<file path="src/rtl/left_shift_unit.sv">
// Iterative logical left shifter: one log-shift stage per cycle.
// Fixed latency of STAGES cycles from accept to result.
module left_shift_unit #(
    parameter int WIDTH = 32,
    localparam int STAGES = $clog2(WIDTH)
) (
    input  logic              clk,
    input  logic              rst,
    input  logic              in_valid,
    output logic              in_ready,
    input  logic [WIDTH-1:0]  a,
    input  logic [STAGES-1:0] shamt,
    output logic              out_valid,
    input  logic              out_ready,
    output logic [WIDTH-1:0]  out,
    output logic              busy
);

    typedef enum logic [1:0] {
        IDLE  = 2'd0,
        SHIFT = 2'd1,
        DONE  = 2'd2
    } state_t;

    state_t            state;
    logic [STAGES-1:0] stage;
    logic [STAGES-1:0] shamt_q;
    logic [WIDTH-1:0]  data;

    logic take;
    logic last;

    // Stage k applies a shift of 2^k when shamt bit k is set.
    assign take = |(shamt_q & (STAGES'(1) << stage));
    assign last = (stage == STAGES'(STAGES - 1));
    assign out  = data;

    always_ff @(posedge clk or posedge rst) begin
        if (rst) begin
            state     <= IDLE;
            stage     <= '0;
            shamt_q   <= '0;
            data      <= '0;
            in_ready  <= 1'b1;
            out_valid <= 1'b0;
            busy      <= 1'b0;
        end else begin
            unique case (state)
                IDLE: begin
                    if (in_valid) begin
                        data     <= a;
                        shamt_q  <= shamt;
                        stage    <= '0;
                        state    <= SHIFT;
                        in_ready <= 1'b0;
                        busy     <= 1'b1;
                    end
                end
                SHIFT: begin
                    if (take)
                        data <= data << (32'd1 << stage);
                    if (last) begin
                        stage     <= '0;
                        state     <= DONE;
                        out_valid <= 1'b1;
                    end else begin
                        stage <= stage + STAGES'(1);
                    end
                end
                DONE: begin
                    if (out_ready) begin
                        state     <= IDLE;
                        out_valid <= 1'b0;
                        in_ready  <= 1'b1;
                        busy      <= 1'b0;
                    end
                end
                default: begin
                    state     <= IDLE;
                    in_ready  <= 1'b1;
                    out_valid <= 1'b0;
                    busy      <= 1'b0;
                end
            endcase
        end
    end

endmodule

</file>
<file path="config.mk">
export PLATFORM = sky130hd
export DESIGN_NAME = left_shift_unit
export DESIGN_NICKNAME = d
export VERILOG_FILES = /design/src/rtl/left_shift_unit.sv
export SDC_FILE = /design/constraint.sdc
export NUM_CORES = 1
export LEC_CHECK = 0
export ABC_CLOCK_PERIOD_IN_PS = 3800
export CAP_MARGIN = 5
export CORE_MARGIN = 1.5
export CORE_UTILIZATION = 55
export CTS_CLUSTER_SIZE = 10
export DETAILED_ROUTE_END_ITERATION = 10
export DONT_BUFFER_PORTS = 1
export PLACE_DENSITY = 0.7
export RECOVER_POWER = 25
export SLEW_MARGIN = 20
export SYNTH_ARGS = -nofsm -noshare
export SYNTH_HDL_FRONTEND = slang
export SYNTH_SLANG_ARGS = --single-unit
</file>
<file path="constraint.sdc">
create_clock -name clk -period 3.8 [get_ports clk]
set_input_delay 0.38 -clock clk [delete_from_list [all_inputs] [get_ports clk]]
set_output_delay 0.38 -clock clk [all_outputs]
set_load 0.01 [all_outputs]
</file>
==> summary.txt <==
Logic synthesis
  – Most common cell in the synthesized netlist: nand2_1
  – Top post-synthesis cells by area: dfrtp_1 (27%), mux2i_1 (16%), nand2_1 (8.3%)
  – Synth top cells by count: nand2_1 (93), mux2i_1 (66), nor2_1 (56)
  – Synthesis-stage register bit count: 47
  – Synth top area share: 0.2727
  – Area leader, netlist: dfrtp_1
  – Async SR Flop Fraction: 1.000
  – Synth Flop Type: dfrtp_1
  – Post-synthesis net count: 591
  – Synth warnings: 0
  – Synth Cell Area: 4222 µm²
  – Avg Cell Area, Syn: 7.760 µm²
  – Post-synth EDFFs: 0
  – Register area share after synthesis: 0.2789
  – Mapped Cells: 544
  – Netlist cell types: 57

Routing
  – Via count: 4,454
  – Via/cell ratio: 7.036
  – DRT Pass-1 Iters: 5
  – WL final: 15,920 µm
  – DRC: 0
  – Post-route ant nets: 0
  – DRT iter0 DRCs: 553
  – Wire per inst: 25.14 µm

Job
  – Max cap viols: 1

Timing
  – RSZ-0062 raised after global routing: no
  – Worst Tran Pin Value: 2.207 ns
  – Setup tns final: 0 ns
  – Fmax: around 290 MHz
  – Setup-failing EPs final: 0
  – Final setup skew: 0.01348 ns
  – Fin. Hold Viols: 0
  – Relative slew slack: -0.4791
  – Final Max Tran Viols: 48
  – Min setup slack post-route: roughly 0.29 ns
  – Period utilization: 0.9233
  – Final Critical Period: around 3.5 ns

Setup path
  – Critical Path RT: between 4 and 5 ns
  – Critical path, cell by cell: inv_1 -> ha_1 -> or4b_1 -> buf_4 -> mux2i_1 -> a21oi_1 -> mux2_2 -> o2111ai_1 -> o22a_1
  – R2R cell count: 9
  – Worst Setup Path Type: reg2reg
  – Buf/Inv on CP: 2
  – CP arrival: 3.77 ns
  – Delay-heaviest family, CP: simple AND/OR/NAND/NOR gates
  – Crit-path slowest cell: or4b_1
  – CP peak stage delay: 0.81 ns
  – Stages on worst setup path: 9
  – CP startpoint kind: flop
  – Worst Setup End Kind: flop
  – Critical-path maximum fanout: 17

Clock tree
  – CTS Buf Count: 5
  – Setup Fix Bufs, Post-CTS: 0
  – Clk buf depth: 2
  – Post-CTS sizing: 0
  – Root buffer cell: clkbuf_8
  – # H-tree levels: 2
  – CTS tree: done
  – CTS Hold Buffers Added: 0
  – CTS sink count: 47
  – Worst-skew pair later-pin latency: approximately 0.32 ns
  – Worst-path clk slew: between 0.1 and 0.15 ns

Global routing
  – All-Layer GR Usage: 0.3935
  – Initial antenna violation count: 0
  – Vias in the first global route: 4,351
  – Global-route wire length before repair: 24,740 µm
  – Pin count of the biggest net entering global routing: 48
  – GRT Residual Overflow: 0

Floorplan
  – Core area: 7331 µm²
  – Initial Utilization: 0.5759
  – Row cnt: 31
  – Die W: roughly 91 µm
  – DIE AREA: just over 8000 µm²
  – Die Span Y: between 90 and 100 µm
  – Io pins: 76

Place
  – Post-DP HPWL: 11,670 µm
  – Placer congestion estimate: 1.009
  – Dpl ws: between 0.5 and 0.6 ns
  – Port Buffers: 0

Final layout
  – Area Growth Syn to Fin: 5.898%
  – Fraction of layout cells with a size suffix above 1: 0.09363
  – Layout Nets: 580
  – ANT cells: 0

Worst hold path
  – WHS Path Cells: 2
  – Min-Delay Path Class: in2reg

Run status
  – Status: finished, violations left
  – Violated checks: capacitance limit, slew limit
per-layer routing:
layer,track usage,part of all wire,routed length [µm],up-vias
met4,0.2130,0.052,825,0
met3,0.09933,0.13,1999,67
met1,0.5258,0.40,6319,2063
li1,-,-,-,1968
met2,0.5789,0.43,6770,356
met5,0,0,0,-
per-stage QoR:
step / instance area (µm²) / hold WS [ns] / util / instances
2_1_floorplan: 4222 / 0.4450 / - / 544
3_3_place_gp: 4350 / 0.4691 / 0.5934 / 625
3_5_place_dp: 4350 / 0.4659 / 0.5934 / 625
4_1_cts: 4467 / 0.1604 / 0.6093 / 633
5_1_grt: 4471 / 0.1670 / 0.6098 / 633
6_report: 4471 / 0.1556 / 0.6098 / 633
area by class of cell:
| cell class | count | area [µm²] |
|---|---|---|
| well taps | 99 | 123.9 |
| inverters | 10 | 38.79 |
| multi-input cells | 441 | 2804 |
| repair buffers | 28 | 210.2 |
| clock inverters | 3 | 47.55 |
| flip-flops and latches | 47 | 1177 |
| fillers | 678 | 2860 |
| clock buffers | 5 | 68.82 |
cell usage in the layout (no fill, tap or decap), types with 5 or more instances in the layout:
cell | synthesis | routed
nand2_1 | 93 | 93
mux2i_1 | 66 | 66
nor2_1 | 56 | 56
dfrtp_1 | 46 | 46
a21oi_1 | 31 | 31
buf_4 | 2 | 28
nand3_1 | 26 | 26
o21ai_0 | 22 | 22
a31oi_1 | 13 | 13
nor3_1 | 11 | 11
inv_1 | 10 | 9
a211oi_1 | 8 | 8
a221oi_1 | 8 | 8
a22oi_1 | 8 | 8
o211ai_1 | 8 | 8
nor2b_1 | 7 | 6
nand2b_1 | 6 | 6
ha_1 | 6 | 6
and3_1 | 5 | 5
a32oi_1 | 5 | 5
o22ai_1 | 5 | 5
clkbuf_8 | 0 | 5
cells by family (layout without fill, tap and decap cells):
kind of cell               count (synthesis)  in the layout  share of synthesized area
buffers and inverters                     56             46                    0.06106
AOI/OAI and AO/OA                        143            143                     0.2333
and+or+nand+nor                          223            223                     0.2436
adders and majority gates                  6              6                    0.01778
muxes                                     69             69                     0.1654
DFF                                       47             47                     0.2789
worst reg2reg max path, stage by stage, from the launching register on:
cell and delay [ns]:
dfrtp_1 0.50, inv_1 0.12, ha_1 0.33, or4b_1 0.81, buf_4 0.35, mux2i_1 0.41, a21oi_1 0.21, mux2_2 0.34
o2111ai_1 0.22, o22a_1 0.17
final timing paths:
| check | from | to | slack [ns] |
|---|---|---|---|
| max | stage[1] | out[28] | 0.29 |
| min | shamt[4] | shamt_q[4] | 0.16 |
| max reg2reg | stage[1] | out[28] | 0.29 |
| min reg2reg | shamt_q[3] | shamt_q[3] | 0.49 |
| max in group asynchronous | rst | out[6] | 2.27 |
| min in group asynchronous | rst | out[4] | 0.51 |
sequential cells by signal, indices dropped and copies added, names as in the netlist:
signal	flops
out	32
out_valid	1
state	2
shamt_q	5
busy	1
in_ready	1
stage	5
Power is not shown: default switching activity piles up to over one toggle a cycle in this logic, so the estimate is an artifact.
